$ cat src/rtl/mp3_frame_sync.sv
// mp3_frame_sync: MPEG-1 Layer III byte-stream sync hunter and header decoder.
// Validates 4-byte headers, sizes frames, forwards body bytes and tracks lock.
module mp3_frame_sync #(
   parameter int unsigned LOCK_FRAMES = 2,
   parameter logic [2:0]  FS_MASK     = 3'b111,
   parameter int unsigned CNT_W       = 16
) (
   input  logic             clk,
   input  logic             rst,
   input  logic [7:0]       axiid,
   input  logic             axiiv,
   output logic [7:0]       axiod,
   output logic             axiov,
   output logic             axiol,
   output logic             hdr_valid,
   output logic             prot,
   output logic [8:0]       bitrate,
   output logic [15:0]      samp_rate,
   output logic             padding,
   output logic             private,
   output logic [1:0]       mode,
   output logic [1:0]       mode_ext,
   output logic [1:0]       emphasis,
   output logic [10:0]      frame_size,
   output logic             sync_locked,
   output logic             sync_err,
   output logic [CNT_W-1:0] frame_count
);

   typedef enum logic [2:0] {
      HUNT, GOT_FF, HDR2, HDR3, BODY, EXPECT, EXP_FF
   } state_t;

   state_t state_q, state_d;
   logic [7:0]  b3_q, b3_d;
   logic        pprot_q, pprot_d;
   logic        lockp_q, lockp_d;
   logic [10:0] rem_q, rem_d;
   logic [3:0]  lock_q, lock_d;

   logic [7:0]       axiod_q, axiod_d;
   logic             axiov_q, axiov_d, axiol_q, axiol_d;
   logic             hv_q, hv_d, err_q, err_d;
   logic             prot_q, prot_d, pad_q, pad_d, priv_q, priv_d;
   logic [8:0]       br_q, br_d;
   logic [15:0]      sr_q, sr_d;
   logic [1:0]       mode_q, mode_d, mext_q, mext_d, emph_q, emph_d;
   logic [10:0]      fsz_q, fsz_d;
   logic             locked_q, locked_d;
   logic [CNT_W-1:0] cnt_q, cnt_d;

   logic        hdr_acc, hdr_rej, lost, body_byte, body_last;
   logic        sync_b, hdr_ok;
   logic [3:0]  bi;
   logic [1:0]  fi;
   logic [3:0]  fs_en;
   logic [8:0]  br_w;
   logic [11:0] x9_w;
   logic [10:0] base_w, fsz_w;
   logic [15:0] sr_w;

   function automatic logic [8:0] br_of(input logic [3:0] i);
      unique case (i)
         4'd1: br_of = 9'd32;    4'd2: br_of = 9'd40;
         4'd3: br_of = 9'd48;    4'd4: br_of = 9'd56;
         4'd5: br_of = 9'd64;    4'd6: br_of = 9'd80;
         4'd7: br_of = 9'd96;    4'd8: br_of = 9'd112;
         4'd9: br_of = 9'd128;   4'd10: br_of = 9'd160;
         4'd11: br_of = 9'd192;  4'd12: br_of = 9'd224;
         4'd13: br_of = 9'd256;  4'd14: br_of = 9'd320;
         default: br_of = 9'd0;
      endcase
   endfunction

   // 44.1 kHz sizes are not integer multiples of the bitrate
   function automatic logic [10:0] rom44(input logic [3:0] i);
      unique case (i)
         4'd1: rom44 = 11'd104;   4'd2: rom44 = 11'd130;
         4'd3: rom44 = 11'd156;   4'd4: rom44 = 11'd182;
         4'd5: rom44 = 11'd208;   4'd6: rom44 = 11'd261;
         4'd7: rom44 = 11'd313;   4'd8: rom44 = 11'd365;
         4'd9: rom44 = 11'd417;   4'd10: rom44 = 11'd522;
         4'd11: rom44 = 11'd626;  4'd12: rom44 = 11'd731;
         4'd13: rom44 = 11'd835;  4'd14: rom44 = 11'd1044;
         default: rom44 = 11'd0;
      endcase
   endfunction

   assign bi     = b3_q[7:4];
   assign fi     = b3_q[3:2];
   assign fs_en  = {1'b0, FS_MASK};
   assign sync_b = (axiid[7:1] == 7'b1111101);
   assign br_w   = br_of(bi);
   assign x9_w   = 12'(br_w) * 12'd9;

   always_comb begin
      base_w = rom44(bi);
      sr_w   = 16'd44100;
      unique case (fi)
         2'd1: begin
            base_w = 11'(br_w) * 11'd3;
            sr_w   = 16'd48000;
         end
         2'd2: begin
            base_w = x9_w[11:1];
            sr_w   = 16'd32000;
         end
         default: ;
      endcase
   end

   assign fsz_w  = base_w + 11'(b3_q[1]);
   assign hdr_ok = (bi != 4'd0) && (bi != 4'hF) && fs_en[fi] &&
                   (axiid[1:0] != 2'b10);

   always_ff @(posedge clk or posedge rst) begin
      if (rst) begin
         state_q  <= HUNT;
         b3_q     <= '0;
         pprot_q  <= 1'b0;
         lockp_q  <= 1'b0;
         rem_q    <= '0;
         lock_q   <= '0;
         axiod_q  <= '0;
         axiov_q  <= 1'b0;
         axiol_q  <= 1'b0;
         hv_q     <= 1'b0;
         err_q    <= 1'b0;
         prot_q   <= 1'b0;
         pad_q    <= 1'b0;
         priv_q   <= 1'b0;
         br_q     <= '0;
         sr_q     <= '0;
         mode_q   <= '0;
         mext_q   <= '0;
         emph_q   <= '0;
         fsz_q    <= '0;
         locked_q <= 1'b0;
         cnt_q    <= '0;
      end else begin
         state_q  <= state_d;
         b3_q     <= b3_d;
         pprot_q  <= pprot_d;
         lockp_q  <= lockp_d;
         rem_q    <= rem_d;
         lock_q   <= lock_d;
         axiod_q  <= axiod_d;
         axiov_q  <= axiov_d;
         axiol_q  <= axiol_d;
         hv_q     <= hv_d;
         err_q    <= err_d;
         prot_q   <= prot_d;
         pad_q    <= pad_d;
         priv_q   <= priv_d;
         br_q     <= br_d;
         sr_q     <= sr_d;
         mode_q   <= mode_d;
         mext_q   <= mext_d;
         emph_q   <= emph_d;
         fsz_q    <= fsz_d;
         locked_q <= locked_d;
         cnt_q    <= cnt_d;
      end
   end

   always_comb begin
      state_d   = state_q;
      b3_d      = b3_q;
      pprot_d   = pprot_q;
      lockp_d   = lockp_q;
      rem_d     = rem_q;
      hdr_acc   = 1'b0;
      hdr_rej   = 1'b0;
      lost      = 1'b0;
      body_byte = 1'b0;
      body_last = 1'b0;
      if (axiiv) begin
         unique case (state_q)
            HUNT: if (axiid == 8'hFF) state_d = GOT_FF;
            GOT_FF: begin
               if (sync_b) begin
                  state_d = HDR2;
                  pprot_d = axiid[0];
                  lockp_d = 1'b0;
               end else if (axiid != 8'hFF) begin
                  state_d = HUNT;
               end
            end
            HDR2: begin
               b3_d    = axiid;
               state_d = HDR3;
            end
            HDR3: begin
               if (hdr_ok) begin
                  hdr_acc = 1'b1;
                  rem_d   = fsz_w - 11'd4;
                  state_d = BODY;
               end else begin
                  hdr_rej = 1'b1;
                  state_d = HUNT;
               end
            end
            BODY: begin
               body_byte = 1'b1;
               rem_d     = rem_q - 11'd1;
               if (rem_q == 11'd1) begin
                  body_last = 1'b1;
                  state_d   = EXPECT;
               end
            end
            EXPECT: begin
               if (axiid == 8'hFF) begin
                  state_d = EXP_FF;
               end else begin
                  lost    = 1'b1;
                  state_d = HUNT;
               end
            end
            EXP_FF: begin
               if (sync_b) begin
                  state_d = HDR2;
                  pprot_d = axiid[0];
                  lockp_d = 1'b1;
               end else begin
                  lost    = 1'b1;
                  state_d = HUNT;
               end
            end
            default: state_d = HUNT;
         endcase
      end
   end

   always_comb begin
      axiod_d  = body_byte ? axiid : axiod_q;
      axiov_d  = body_byte;
      axiol_d  = body_last;
      hv_d     = hdr_acc;
      err_d    = hdr_rej | lost;
      prot_d   = prot_q;
      pad_d    = pad_q;
      priv_d   = priv_q;
      br_d     = br_q;
      sr_d     = sr_q;
      mode_d   = mode_q;
      mext_d   = mext_q;
      emph_d   = emph_q;
      fsz_d    = fsz_q;
      cnt_d    = cnt_q;
      lock_d   = lock_q;
      locked_d = locked_q;
      if (hdr_acc) begin
         prot_d = pprot_q;
         pad_d  = b3_q[1];
         priv_d = b3_q[0];
         br_d   = br_w;
         sr_d   = sr_w;
         mode_d = axiid[7:6];
         mext_d = axiid[5:4];
         emph_d = axiid[1:0];
         fsz_d  = fsz_w;
         cnt_d  = cnt_q + CNT_W'(1);
         // a header found by hunting restarts the lock run at one
         if (!lockp_q)
            lock_d = 4'd1;
         else if (lock_q != 4'hF)
            lock_d = lock_q + 4'd1;
         locked_d = (32'(lock_d) >= LOCK_FRAMES);
      end else if (hdr_rej || lost) begin
         lock_d   = '0;
         locked_d = 1'b0;
      end
   end

   assign axiod       = axiod_q;
   assign axiov       = axiov_q;
   assign axiol       = axiol_q;
   assign hdr_valid   = hv_q;
   assign sync_err    = err_q;
   assign prot        = prot_q;
   assign bitrate     = br_q;
   assign samp_rate   = sr_q;
   assign padding     = pad_q;
   assign private     = priv_q;
   assign mode        = mode_q;
   assign mode_ext    = mext_q;
   assign emphasis    = emph_q;
   assign frame_size  = fsz_q;
   assign sync_locked = locked_q;
   assign frame_count = cnt_q;

endmodule

$ cat config.mk
export PLATFORM = sky130hd
export DESIGN_NAME = mp3_frame_sync
export DESIGN_NICKNAME = d
export VERILOG_FILES = /design/src/rtl/mp3_frame_sync.sv
export SDC_FILE = /design/constraint.sdc
export NUM_CORES = 1
export LEC_CHECK = 0
export CAP_MARGIN = 20
export CORE_MARGIN = 5
export CORE_UTILIZATION = 49
export DETAILED_ROUTE_END_ITERATION = 10
export GPL_TIMING_DRIVEN = 0
export PLACE_DENSITY = 0.77
export SLEW_MARGIN = 25
export SYNTH_ARGS = -nofsm -noshare
export SYNTH_HDL_FRONTEND = slang
export SYNTH_SLANG_ARGS = --single-unit
$ cat constraint.sdc
create_clock -name clk -period 3.8 [get_ports clk]
set_input_delay 0.76 -clock clk [delete_from_list [all_inputs] [get_ports clk]]
set_output_delay 0.76 -clock clk [all_outputs]
set_load 0.05 [all_outputs]
== Word level (Yosys, flattened, before mapping) ==
Memory sizes are Yosys's and may differ from the RTL's.
Index checks and enable logic that the tools add are counted.
Cells by class
  add/sub/neg operators: 5
  $mul: 2
  order comparisons: 2
  eq/ne operators: 21
  multiplexer cells: 39
  bitwise logic cells: 1
  reduce and logical (&&, ||, !) cells: 15
Operators with widths (number)
  $pmux W11 S2: 2
  $pmux W16 S2: 1
  $pmux W3 S7: 1
  $mux W4: 5
  $mux W1: 19
  $mux W3: 6
  $add A16 B1 Y16 const B: 1
  $mul A9 B4 Y12 const B: 1
  $ne A2 B2 Y1 const B: 6
  $add A11 B1 Y11: 1
  $eq A11 B1 Y1 const B: 1
  $mul A9 B2 Y11 const B: 1
  $mux W11: 1
  $sub A11 B1 Y11 const B: 1
  $sub A11 B3 Y11 const B: 1
  $eq A3 B3 Y1 const B: 3
  $eq A8 B8 Y1 const B: 1
  $ne A4 B4 Y1 const B: 2
  $ne A8 B8 Y1 const B: 1
  $reduce_and A4 Y1: 2
  $eq A7 B7 Y1 const B: 1
  $eq A3 B2 Y1 const B: 2
  $reduce_and A3 Y1: 2
  $reduce_bool A2 Y1: 3
  17 further kinds: 20
Word-level totals
  register bits after elaboration: 102
  ROM bits: 272
  output and inout bits: 74
  logic and storage cells: 109
  memories kept: 2
Memories
  (name not given): words 16, width 11, read ports 1, clocked after Yosys merged registers in 0, wr ports 0, line 77  | unique case (i)
  (name not given): words 16, width 6, read ports 1, clocked after Yosys merged registers in 0, wr ports 0, line 63  | unique case (i)

== Longest topological paths before layout ==
  depth after elaboration: 10
  depth in mapped cells: 16

== Least setup slack after synthesis ==
OpenSTA, ideal clock, no wires.
  path type: reg2reg
  from: register b3_q[4]
  to: register rem_q[10]
  setup time: 0.127 ns
  arrival: 3.882 ns
  data required time: 3.673 ns
  path slack: -0.209 ns
  cell stages (with the launch flop): 17
  path buffers: 0
  cells stage by stage: dfrtp_1 -> inv_1 -> ha_1 -> and2_1 -> o21ai_1 -> inv_1 -> ha_1 -> ha_1 -> fa_1 -> xnor2_1 -> nor3_1 -> nor4_1 -> or4b_1 -> o21a_1 -> nor4_2 -> a31oi_1 -> nand3b_1
On the way
  longest elaborated chain between the ends: 7
Ends and longest elaborated chain
  from (decl): line 35  | logic [7:0] b3_q, b3_d;
  from (signal assigned): line 119  | b3_q <= '0;
  from (signal assigned): line 142  | b3_q <= b3_d;
  $mem_v2 Z16 W6 (*)
  net br_w[7]: line 57  | logic [8:0] br_w;
  $mul A9 B4 Y12 or $mul A9 B2 Y11 (tied branches): line 94, 101
  $pmux W11 S2 (*): line 99  | unique case (fi)
  $add A11 B1 Y11 (*): line 112  | assign fsz_w = base_w + 11'(b3_q[1]);
  $sub A11 B3 Y11 (*): line 196  | rem_d = fsz_w - 11'd4;
  $mux W11 (*): line 194  | if (hdr_ok) begin
  $pmux W11 S2 (*): line 178  | unique case (state_q)
  to (signal assigned): line 145  | rem_q <= rem_d;
  to (decl): line 38  | logic [10:0] rem_q, rem_d;
Mark *: on every way through the listed nets, which the timed path passes. The rest lies on a longest branch. The select of a mux whose other input is x is not followed.
A chain may end at the register's enable or synchronous reset.

== Worst setup path in the final report ==
  from: register b3_q[5]
  to: register rem_q[9]
Same word-level chain as after synthesis.

==> out/metrics.yaml <==
outcome: "finished with violations"
violations: "setup timing"
ys_warn_count: 0
end_kind: "flop"
r2r_start: "b3_q[5]$_DFFE_PP0P_"
synth_area_sq_um: 5517
clock_sinks: 90
clock_skew_ns: 0.008449
pwr-share-clk: 0.358
synth_edf_count: 0
maxCapViolCount: 0
die_x_um: 116.1
final-hold-violation-count: 0
path_class: "reg -> reg"
dpl.hpwl_um: 10800
drive_above_1_share: 0.1635
switchingPower_mw: 0.8217
hold_ws_ns: 0.4735
num-nets-final: 782
grt_use_met3: 0.05907
cts_root_buffer: "clkbuf_16"
crit_start: "b3_q[5]$_DFFE_PP0P_"
yosysTopAreaCell: "dfrtp_1"
track_usage: 0.2296
comb_power_share: 0.277
io_buffers: 76
tightest_slew_ns: 0.8207
multi_input_area_sq_um: 3274
p_seq_frac: 0.365
clockBufferDepth: 2
rrSetupSlack_ns: -0.008
fin_ws_ns: -0.008262
grt_first_pass_wirelength_um: 24360
drc: 0
cts_max_level: 3
synth-async-reset-ratio: 1.000
ys_ff_latch: 90
ant_nets: 0
max-slew-margin-rel: 0.4387
power_density_nw_per_um2: 369.6
wl_per_cell_um: 17.28
num_io_pins: 85
cts_tree: "built"
busiest_layer: "met2"
antenna_cells: 0
crit_end: "rem_q[9]$_DFFE_PP0P_"
drt-vias-per-instance: 5.723
hold_class: "reg -> reg"
max_freq_mhz: 262.6
drv_slew: 0
yosysSeqAreaShare: 0.4083
avgSynthCellArea_sq_um: 8.841
synth_top_area_frac: 0.4083
leakagePower_nw: 3.315
rr_worst_depth: 15
synth-main-ff-cell: "dfrtp_1"
syn_inst: 624
crit_path_start_kind: "flop"
fin_crit_sh: 1.002
internal_power_mw: 1.857
finalInstanceArea_sq_um: 7247
final_common_cell: "nand2_1"
synth.distinct_cells: 68
arrival_ns: 4.08
dpl_cell_area_sq_um: 6523
num-fill-cells: 894
finalWirelength_um: 15210
rsz0062_at_grt: "yes"
layout.area.seq_sq_um: 2256
synth_top_cells_by_area: "dfrtp_1 41%, nand2_1 9.2%, ha_1 7.5%, o21ai_0 4.6%, xnor2_1 3.2%"
r2r-end: "rem_q[9]$_DFFE_PP0P_"
drt_iter0_drc: 327
required_ns: 4.07
first_pass_iters: 5
fp-row-count: 38
antenna_found_initial: 0
cts_hold_buffers: 0
grt_use_met2: 0.3778
grt_start_max_net_pins: 50
cts_made_buffers: 9
syn2layout_area_growth_pct: 31.37
first_global_vias: 4983
final.min_clock_period_ns: 3.808
gp_congestion: 0.8970
clk_pin_slew_ns: 0.07
setup_viol: 1
core_sq_um: 10940
die_area_sq_um: 13480
final_cell_mix: "133 x nand2_1, 87 x dfrtp_1, 76 x clkdlybuf4s50_1"
grt-ovfl-total: 0
worst_ir_drop_vdd_uv: 246.5
crit_fanout: 8
switching_share: 0.3068
clkLatencyLatePin_ns: 0.35
die_y_um: 116.1
grt_use_met1: 0.2953
vias: 5036
start_util: 0.5045
[flip-flops by register name (all words and copies together) (netlist names)]
signal / count
frame_size: 11
state_q: 3
rem_q: 11
axiod: 8
frame_count: 16
lock_q: 4
samp_rate: 7
lockp_q: 1
mode: 2
pprot_q: 1
emphasis: 2
b3_q: 8
mode_ext: 2
bitrate: 6
hdr_valid: 1
axiov: 1
padding: 1
prot: 1
axiol: 1
sync_err: 1
private: 1
sync_locked: 1
[power groups by stage]
stage	registers, mW	logic, mW	clock network, mW
final	0.978	0.741	0.959
after CTS	0.978	0.674	0.973
after detailed placement	0.997	0.597	0
after global routing	0.979	0.803	1.02
after global placement	0.997	0.583	0
after floorplan	0.994	0.458	0
[timing repair]
action | 4_1_cts | 5_1_grt
pin swaps | 17 | 17
gates cloned | 0 | 0
resized for setup | 33 | 31
endpoints found under the setup margin | 7 | 10
buffers inserted | 11 | 6
[worst min-delay path by stage]
stage / slack (ns) / start / endpoint / depth (start not counted)
2_1_floorplan: 0.43 / b3_q[0]$_DFFE_PP0P_ / private$_DFFE_PP0P_ / 2
3_3_place_gp: 0.46 / pprot_q$_DFFE_PP0P_ / prot$_DFFE_PP0P_ / 2
3_5_place_dp: 0.47 / pprot_q$_DFFE_PP0P_ / prot$_DFFE_PP0P_ / 2
4_1_cts: 0.48 / frame_count[15]$_DFFE_PP0P_ / frame_count[15]$_DFFE_PP0P_ / 1
5_1_grt: 0.50 / frame_count[15]$_DFFE_PP0P_ / frame_count[15]$_DFFE_PP0P_ / 1
6_report: 0.47 / frame_count[15]$_DFFE_PP0P_ / frame_count[15]$_DFFE_PP0P_ / 1
[area by class of cell]
class,instances,share of cell area
inverter,21,0.01260
tap,140,0.02417
sequential,90,0.3113
clock buffer,12,0.03401
clock inverter,3,0.008978
timing repair buffer,94,0.1274
buffer,38,0.02970
multi-input combinational,482,0.4518
[per-layer routing]
| layer | share of wire | vias up |
|---|---|---|
| met1 | 0.42 | 2429 |
| met5 | 0 | - |
| met3 | 0.057 | 34 |
| met4 | 0.033 | 0 |
| met2 | 0.49 | 176 |
| li1 | - | 2397 |
[critical path: stages (launching register included)]
cell,delay (ns)
dfrtp_2,0.41
inv_4,0.08
ha_4,0.19
mux2_4,0.28
o21a_4,0.22
ha_4,0.23
ha_4,0.16
fa_2,0.38
xnor2_2,0.16
nor3_2,0.15
nor4_2,0.09
or4b_4,0.57
o21a_4,0.23
o21a_1,0.21
and4_1,0.21
nor3_2,0.16
[cells in the mapped netlist, drive strengths merged, types with 3 or more instances]
cell type and n:
nor2 31, and2 4, o21a 5, nand3b 4, nand2b 9, nand4 8
o31ai 5, o211ai 5, nand2 135, nor4 12, ha 33, a21o 4
nor2b 3, a22oi 4, a32oi 3, buf 23, and4 3, and3 9
a31oi 4, dfrtp 90, xor2 8, mux2i 7, clkbuf 15, nand3 17
inv 21, a21oi 26, nor3 14, mux2 6, o21ai 53, xnor2 20
nor3b 9
[cells by family (layout without fill, tap and decap cells)]
kind of cell    after synthesis  after routing  synth area share
mux                          14             14           0.02903
compound gates              130            130            0.1513
xor+xnor                     28             28           0.04446
simple gates                267            267            0.2325
flops                        90             90            0.4083
fa+ha+maj                    35             35           0.08211
buf+inv                      59            168           0.05171
other cells                   1              8         0.0006798
[metrics by stage]
step,worst slack [ns],instances,power (mW),util,setup TNS [ns]
floorplan,0.02156,631,1.452,-,0
global placement,-0.9337,847,1.580,0.5935,-59.96
detailed placement,-0.4235,848,1.595,0.5965,-1.745
CTS,-0.03205,874,2.625,0.6474,-0.03205
global route,-0.1315,880,2.800,0.6627,-0.3687
finish,-0.008262,880,2.678,0.6627,-0.008262
Note: power is estimated with default switching activity, not from simulation.
